$ cat config.mk
export PLATFORM = sky130hd
export DESIGN_NAME = shreg_universal
export DESIGN_NICKNAME = d
export VERILOG_FILES = /design/src/rtl/shreg_pkg.sv /design/src/rtl/shreg_fill_ctr.sv /design/src/rtl/shreg_universal.sv
export SDC_FILE = /design/constraint.sdc
export NUM_CORES = 1
export LEC_CHECK = 0
export ABC_AREA = 1
export BUFFER_PORTS_ARGS = -buffer_cell sky130_fd_sc_hd__buf_2
export CORE_UTILIZATION = 51
export DETAILED_ROUTE_END_ITERATION = 10
export HOLD_SLACK_MARGIN = 0.08
export PLACE_DENSITY = 0.82
export SETUP_SLACK_MARGIN = 0.1
export SLEW_MARGIN = 10
export SYNTH_ARGS = -nofsm -noshare
export SYNTH_HDL_FRONTEND = slang
export SYNTH_HIERARCHICAL = 1
export SYNTH_SLANG_ARGS = --single-unit
$ cat constraint.sdc
create_clock -name clk -period 1.96 [get_ports clk]
set_clock_uncertainty 0.15 [all_clocks]
set_input_delay 0.098 -clock clk [delete_from_list [all_inputs] [get_ports clk]]
set_output_delay 0.098 -clock clk [all_outputs]
set_load 0.1 [all_outputs]
$ cat src/rtl/shreg_pkg.sv
// Shared definitions for the universal shift register.
//   MODE_W : width of the operation-select field
//   mode_t : HOLD / SHR / SHL / LOAD operation encoding
package shreg_pkg;

  localparam int MODE_W = 2;

  typedef enum logic [MODE_W-1:0] {
    HOLD = 2'b00,
    SHR  = 2'b01,
    SHL  = 2'b10,
    LOAD = 2'b11
  } mode_t;

endpackage

$ cat src/rtl/shreg_fill_ctr.sv
// Saturating fill counter for the shift register.
//   clk     : rising-edge clock
//   clr     : synchronous clear to 0 (highest priority)
//   set_max : jump straight to MAX (parallel load)
//   inc     : count up by one, saturating at MAX
//   fill    : current count, 0..MAX
//   full    : fill == MAX
module shreg_fill_ctr #(
  parameter  int MAX = 8,
  localparam int CW  = $clog2(MAX + 1)
) (
  input  logic          clk,
  input  logic          clr,
  input  logic          set_max,
  input  logic          inc,
  output logic [CW-1:0] fill,
  output logic          full
);

  always_ff @(posedge clk) begin
    if (clr) begin
      fill <= '0;
    end else if (set_max) begin
      fill <= CW'(MAX);
    end else if (inc && !full) begin
      fill <= fill + CW'(1);
    end
  end

  assign full = (fill == CW'(MAX));

endmodule

$ cat src/rtl/shreg_universal.sv
// Parametrised multi-lane universal shift register.
//   clk     : rising-edge clock
//   reset   : synchronous active-high reset (clears stages and fill)
//   en      : clock enable, 0 holds all state
//   mode    : HOLD / SHR / SHL / LOAD
//   rot     : on shifts, recirculate the outgoing stage instead of serial input
//   s_in_r  : serial input entering stage DEPTH-1 on SHR
//   s_in_l  : serial input entering stage 0 on SHL
//   p_in    : parallel load data, stage k = p_in[k*WIDTH +: WIDTH]
//   s_out_r : stage 0
//   s_out_l : stage DEPTH-1
//   p_out   : all stages, same packing as p_in
//   fill    : stages written by shifts/loads since reset, 0..DEPTH
//   full    : fill == DEPTH
module shreg_universal
  import shreg_pkg::*;
#(
  parameter  int WIDTH = 1,
  parameter  int DEPTH = 8,
  localparam int CW    = $clog2(DEPTH + 1)
) (
  input  logic                   clk,
  input  logic                   reset,
  input  logic                   en,
  input  logic [MODE_W-1:0]      mode,
  input  logic                   rot,
  input  logic [WIDTH-1:0]       s_in_r,
  input  logic [WIDTH-1:0]       s_in_l,
  input  logic [DEPTH*WIDTH-1:0] p_in,
  output logic [WIDTH-1:0]       s_out_r,
  output logic [WIDTH-1:0]       s_out_l,
  output logic [DEPTH*WIDTH-1:0] p_out,
  output logic [CW-1:0]          fill,
  output logic                   full
);

  logic [DEPTH*WIDTH-1:0] q;
  logic [DEPTH*WIDTH-1:0] q_shr;
  logic [DEPTH*WIDTH-1:0] q_shl;
  logic [WIDTH-1:0]       shr_top;
  logic [WIDTH-1:0]       shl_bot;
  mode_t                  op;

  assign op      = mode_t'(mode);
  // With DEPTH==1 both sources point at the single stage, so rot holds it.
  assign shr_top = rot ? q[0 +: WIDTH] : s_in_r;
  assign shl_bot = rot ? q[(DEPTH-1)*WIDTH +: WIDTH] : s_in_l;

  for (genvar k = 0; k < DEPTH; k++) begin : g_stage
    if (k == DEPTH - 1) begin : g_shr_top
      assign q_shr[k*WIDTH +: WIDTH] = shr_top;
    end else begin : g_shr_mid
      assign q_shr[k*WIDTH +: WIDTH] = q[(k+1)*WIDTH +: WIDTH];
    end
    if (k == 0) begin : g_shl_bot
      assign q_shl[k*WIDTH +: WIDTH] = shl_bot;
    end else begin : g_shl_mid
      assign q_shl[k*WIDTH +: WIDTH] = q[(k-1)*WIDTH +: WIDTH];
    end
  end

  always_ff @(posedge clk) begin
    if (reset) begin
      q <= '0;
    end else if (en) begin
      case (op)
        SHR:     q <= q_shr;
        SHL:     q <= q_shl;
        LOAD:    q <= p_in;
        default: q <= q;
      endcase
    end
  end

  // Fill only tracks new data arriving: rotation merely reorders stages.
  shreg_fill_ctr #(.MAX(DEPTH)) u_fill (
    .clk     (clk),
    .clr     (reset),
    .set_max (en && (op == LOAD)),
    .inc     (en && !rot && ((op == SHR) || (op == SHL))),
    .fill    (fill),
    .full    (full)
  );

  assign p_out   = q;
  assign s_out_r = q[0 +: WIDTH];
  assign s_out_l = q[(DEPTH-1)*WIDTH +: WIDTH];

endmodule
-- Yosys cells after proc, flatten, opt, wreduce, memory -nomap -nowiden
Cells that the tools add are included.
- flip-flop bits (word level): 12
- input bits: 16
- word-level logic and storage cells: 24
- output and inout bits: 15
- equal/unequal tests: 4
- muxes and demuxes: 5
- reductions and logical operators: 11
- add/subtract/negate cells: 1
- operators with widths (operator ; count):
    $pmux 8 s3 ; 1
    $mux 4 ; 2
    $add 4x1->4 const B ; 1
    $eq 2x2->1 const B ; 2
    $eq 4x4->1 const B ; 1
    $logic_and 1x1->1 ; 4
    $reduce_bool 3->1 ; 1
    $eq 2x1->1 const B ; 1
    $logic_not 1->1 ; 2
    $mux 1 ; 2
    $reduce_and 2->1 ; 1
    $reduce_bool 2->1 ; 1
    $reduce_or 2->1 ; 1
    $logic_or 1x1->1 ; 1

-- Depth between registers and ports, before layout
Gate-level depths: netlist of the first run.
- depth in word-level cells: 6
- gate-level depth with buffers: 10

-- Modules after synthesis
The synthesis of the first run kept the hierarchy.
- by module, submodules not included (module ; sequential area each (um^2) ; area an instance (um^2) ; cells an instance ; times used):
    shreg_universal ; 160.2 ; 615.6 ; 99 ; 1
    shreg_fill_ctr ; 80.1 ; 220.2 ; 31 ; 1

-- Least setup slack after synthesis of the first run
No wires, ideal clock.
- kind: register to output
- from: register u_fill.fill[0]
- to: output full
- data required time: 1.712 ns
- data arrival time: 1.873 ns
- stages on the path, launching flop included: 5
- setup slack: -0.161 ns
- cells stage by stage: dfxtp_1 inv_1 ha_1 nand3_2 inv_1
- word-level cells in the longest chain between the ends: 1
- ends and longest elaborated chain (item ; line ; RTL):
    from (decl) ; shreg_fill_ctr.sv:16 ; output logic [CW-1:0] fill,
    from (signal assigned) ; shreg_fill_ctr.sv:24 ; fill <= CW'(MAX);
    from (signal assigned) ; shreg_fill_ctr.sv:26 ; fill <= fill + CW'(1);
    $eq 4x4->1 ; shreg_fill_ctr.sv:30 ; assign full = (fill == CW'(MAX));
    to (decl) ; shreg_universal.sv:34 ; output logic full
No other way between the ends.

-- Final worst setup path of the first run
Same ends and word-level chain as after synthesis.

==> flow_summary.toml, run 1 <==
[yosys]
syn_area_sq_um = 836
synth-edff-count = 0
synth.most_common_cell = "nand2_1"
synthXorXnorAreaFrac = 0
netlist.area_leader.share = 0.287
synth_simple_gate_area_frac = 0.373
synth_mux_area_frac = 0
yosysUniqueCellTypes = 23
synth_top_area_cell = "dfxtp_1"
yosysSeqAreaShare = 0.287
synthTopCellsByArea = "dfxtp_1, nand2_1, nor2_1"
syn_inst = 130
yosys.area_share.adder = 0.0749
synth.top_cells.by_count = "nand2_1, nor2_1, inv_1"
ys.flop_type = "dfxtp_1"
async_flop_share = 0
synth-compound-area-share = 0.0988
syn_nets = 151
avgSynthCellArea_sq_um = 6.43
yosysWarnings = 6
synth_top_family_by_area = "simple AND/OR/NAND/NOR gates"
yosys_register_bits = 12

[cells_and_area]
antennaDiodeCount = 0
layout.nets = 191
nFillCells = 134
layout-drive-gt1-share = 0.298
area_growth_pct = 29.9

[clocking]
max-clock-path-buffers = 2
worstSkewPairLatency_ps = 270
cts_buffers = 3
clk_pin_slew_ps = 70
postCtsResizedCells = 0
tritoncts = "done"
cts.sinks = 12
clock-root-buffer = "clkbuf_4"
htreeDepth = 1

[worst_setup_path]
crit_fanout = 4
cp-start-kind = "register"
cp.arrival_ps = 1460
crit_type = "register to primary output"
worstPathRequired_ps = 1710
cp-end-kind = "primary output"

[floorplanning]
die_h_um = 42.5
fp-row-count = 14
die_area_sq_um = 1800
ios = 31
start_util = 0.548
core_area_sq_um = 1520
fp.dieW_um = 42.5

[timing]
tightest_slew_ps = 492
min_period_over_period = 0.870
setup_tns_ps = 0
finalSetupViolCount = 0
drv_slew = 0
rsz0062_at_grt = "false"
slew-limit-headroom = 0.674
hold_violations = 0
fmaxAchievable_ghz = 0.587
min_period_ps = 1700

[pwr]
combPwrFrac = 0.411
powerDensity_nw_per_um2 = 671
power_frac_clock = 0.208
p_sw_frac = 0.444
p_leak_nw = 0.581
internal-power_mw = 0.405
seqPwrFrac = 0.381
peakVddDrop_mv = 0.421
total_power_mw = 0.728
p_sw_mw = 0.324

[global_routing]
grt_overflow = 0
grt_max_degree = 15
grt_antenna_before_repair = 0
grt_pass1_vias = 751
grt_util_all_layers = 0.207
grt_pass1_wl_mm = 2.89

[status]
outcome = "complete, no violations"

[route]
drc = 0
drtAntennaViolNets = 0
post_drt_wl_per_cell_um = 9.80
drt_iter0_markers = 24
first_pass_iters = 4
vias = 867
wirelength_mm = 1.80
avgViaCountPerCell = 4.71

[place]
dpl.hpwl_mm = 1.32
portBuffers = 30
gp_congestion = 0.846

[hold_path]
hold_class = "input pin to register"

[flow_run]
maxCapViolCount = 0
==> stage by stage <==
stage	utilization	std cells	cell area, sq um	setup WS [ps]	hold slack (ps)
2_1_floorplan	-	130	840	175	81.8
3_3_place_gp	0.632	171	963	556	236
3_5_place_dp	0.632	171	963	515	261
4_1_cts	0.713	184	1090	252	90.7
5_1_grt	0.713	184	1090	189	134
6_report	0.713	184	1090	255	87.8
==> repair_timing <==
action,CTS,global route
endpoints found under the hold margin,12,0
endpoints found under the setup margin,0,0
hold buffers,10,0
buffers inserted,0,0
==> path summary, 6_finish.rpt <==
check,slack [ps],startpoint,depth (start not counted),end
max,260,u_fill/fill[0]$_SDFFE_PP0P_,5,full
min,90,p_in[0],7,p_out[0]$_SDFFE_PP0P_
max reg2reg,490,p_out[0]$_SDFFE_PP0P_,5,p_out[7]$_SDFFE_PP0P_
min reg2reg,340,u_fill/fill[1]$_SDFFE_PP0P_,2,u_fill/fill[1]$_SDFFE_PP0P_
==> flip-flops by register name (all words and copies together), names as in the netlist <==
signal / count
u_fill/fill: 4
p_out: 8
==> layout make-up <==
type / instances / area, sq um / area share
sequential: 12 / 244 / 0.225
tap: 16 / 20.0 / 0.0184
multi-input combinational: 89 / 457 / 0.421
timing repair buffer: 40 / 250 / 0.230
inverter: 24 / 92.6 / 0.0853
clock buffer: 3 / 22.5 / 0.0207
==> cells in the final DEF, fill, tap and decap left out, drive strengths merged <==
| cell type | count |
|---|---|
| inv | 23 |
| ha | 5 |
| dlygate4sd3 | 10 |
| clkinv | 1 |
| buf | 30 |
| nand2 | 30 |
| o21ai | 11 |
| clkbuf | 3 |
| nand3 | 10 |
| a21oi | 4 |
| nor2 | 28 |
| nand4 | 1 |
| dfxtp | 12 |
==> critical path: stages (launching register included) <==
cell	delay [ps]
dfxtp_2	340
inv_1	90
ha_1	170
nand3_2	110
inv_1	70
buf_2	420
==> routing by layer <==
layer,track usage,wire length (um),part of all wire,up-vias
li1,-,-,-,473
met5,0,0,0,-
met1,0.256,869,0.48,368
met4,0.0938,34,0.019,0
met3,0.0259,64,0.035,5
met2,0.354,836,0.46,21
==> cells by family after synthesis <==
family	after synthesis
AO/OA/AOI/OAI	15
adder cells (fa/ha/maj)	5
buffers and inverters	29
AND/OR/NAND/NOR	69
flip-flops	12
==> power by group through the flow <==
stage	Combinational, mW	Clock [mW]	Sequential (mW)
floorplan	0.125	0	0.397
CTS	0.299	0.158	0.277
global route	0.318	0.162	0.279
finish	0.299	0.152	0.278
global placement	0.280	0	0.282
detailed placement	0.282	0	0.283
Note: power is estimated with default switching activity, not from simulation.
==> run 2, diff against run 1 <==
--- a/config.mk
+++ b/config.mk
@@ -11,6 +11,7 @@
 export DETAILED_ROUTE_END_ITERATION = 10
 export HOLD_SLACK_MARGIN = 0.08
 export PLACE_DENSITY = 0.82
+export REMOVE_ABC_BUFFERS = 1
 export SETUP_SLACK_MARGIN = 0.1
 export SLEW_MARGIN = 10
 export SYNTH_ARGS = -nofsm -noshare
==> flow_summary.toml, run 2 (synthesized netlist as in run 1, its figures left out) <==
[global_routing]
grt_antenna_before_repair = 0
grt_max_degree = 15
grt_util_all_layers = 0.242
grt_pass1_wl_mm = 3.33
grt_pass1_vias = 829
grt_overflow = 0

[cells_and_area]
regArea_sq_um = 240
design_area_sq_um = 1140
final_cell_mix = "buf_2, nand2_1, nor2_1"
multiInputGateArea_sq_um = 457
antennaDiodeCount = 0
final_core_util = 0.745
largest_register_ffs = 8
area_growth_pct = 35.9
nFillCells = 116
finalNonFillerCells = 189
layout.nets = 195
mostFrequentLayoutCell = "buf_2"
layout-drive-gt1-share = 0.277

[route]
vias = 912
drt_iter0_markers = 24
drtAntennaViolNets = 0
first_pass_iters = 4
drc = 0
post_drt_wl_per_cell_um = 10.4
wirelength_mm = 1.96
avgViaCountPerCell = 4.83

[worst_setup_path]
crit_fanout = 4
crit_type = "register to primary output"
cp-end-kind = "primary output"
worstPathRequired_ps = 1710
cp.arrival_ps = 1500
cp-start-kind = "register"

[clocking]
htreeDepth = 1
worstSkewPairLatency_ps = 280
clk_pin_slew_ps = 80
max-clock-path-buffers = 2
tritoncts = "done"
cts_buffers = 3
clock-root-buffer = "clkbuf_4"
cts.sinks = 12

[floorplanning]
core_area_sq_um = 1520
fp-row-count = 14
die_h_um = 42.5
ios = 31
fp.dieW_um = 42.5
start_util = 0.548
die_area_sq_um = 1800

[timing]
rsz0062_at_grt = "false"
slew-limit-headroom = 0.667
drv_slew = 0
fmaxAchievable_ghz = 0.574
tightest_slew_ps = 503
hold_violations = 0
min_period_ps = 1740
finalSetupViolCount = 0
fin_ws_ps = 217
setup_tns_ps = 0
hold-worst-slack_ps = 330
min_period_over_period = 0.889

[place]
gp_congestion = 0.792
place_area_sq_um = 960
pre_cts_slack_ps = 512
portBuffers = 30
dpl.hpwl_mm = 1.31
place_inst = 171

[pwr]
p_leak_nw = 0.604
powerDensity_nw_per_um2 = 695
peakVddDrop_mv = 0.538
total_power_mw = 0.790

[status]
outcome = "complete, no violations"

[hold_path]
hold_class = "input pin to register"

[flow_run]
maxCapViolCount = 0
## run 2: area by class of cell
type / count / area share
clock buffers: 4 / 0.0319
inverters: 24 / 0.0815
multi-input cells: 89 / 0.402
flip-flops and latches: 12 / 0.211
well taps: 16 / 0.0176
repair buffers: 44 / 0.256
## run 2: final timing paths
check | startpoint | to | slack (ps) | cells past startpoint
min | mode[1] | p_out[7]$_SDFFE_PP0P_ | 330 | 6
max | u_fill/fill[0]$_SDFFE_PP0P_ | full | 220 | 5
min reg2reg | u_fill/fill[1]$_SDFFE_PP0P_ | u_fill/fill[1]$_SDFFE_PP0P_ | 360 | 2
max reg2reg | p_out[7]$_SDFFE_PP0P_ | p_out[0]$_SDFFE_PP0P_ | 380 | 7
## run 2: worst max-delay path, stage by stage (launching register included)
cell	delay (ps)
dfxtp_1	340
inv_1	110
ha_1	190
nand3_2	110
inv_1	60
buf_2	410
## run 2: routing by layer
layer,global-route usage,vias up,part of all wire
met2,0.425,25,0.50
met5,0,-,0
met4,0.119,0,0.019
li1,-,480,-
met1,0.285,402,0.45
met3,0.0302,5,0.031
## run 2: report_power, final
| group | switching (mW) | leakage [nW] | total [mW] | internal [mW] |
|---|---|---|---|---|
| registers | 0.0160 | 0.0987 | 0.276 | 0.260 |
| clock network | 0.0917 | 0.0210 | 0.205 | 0.113 |
| logic | 0.230 | 0.485 | 0.309 | 0.0793 |
## run 2: timing repair
item                                   CTS  global route
hold buffers                            14             0
gates resized for setup                  0             0
buffers inserted                         0             0
endpoints found under the hold margin   12             0
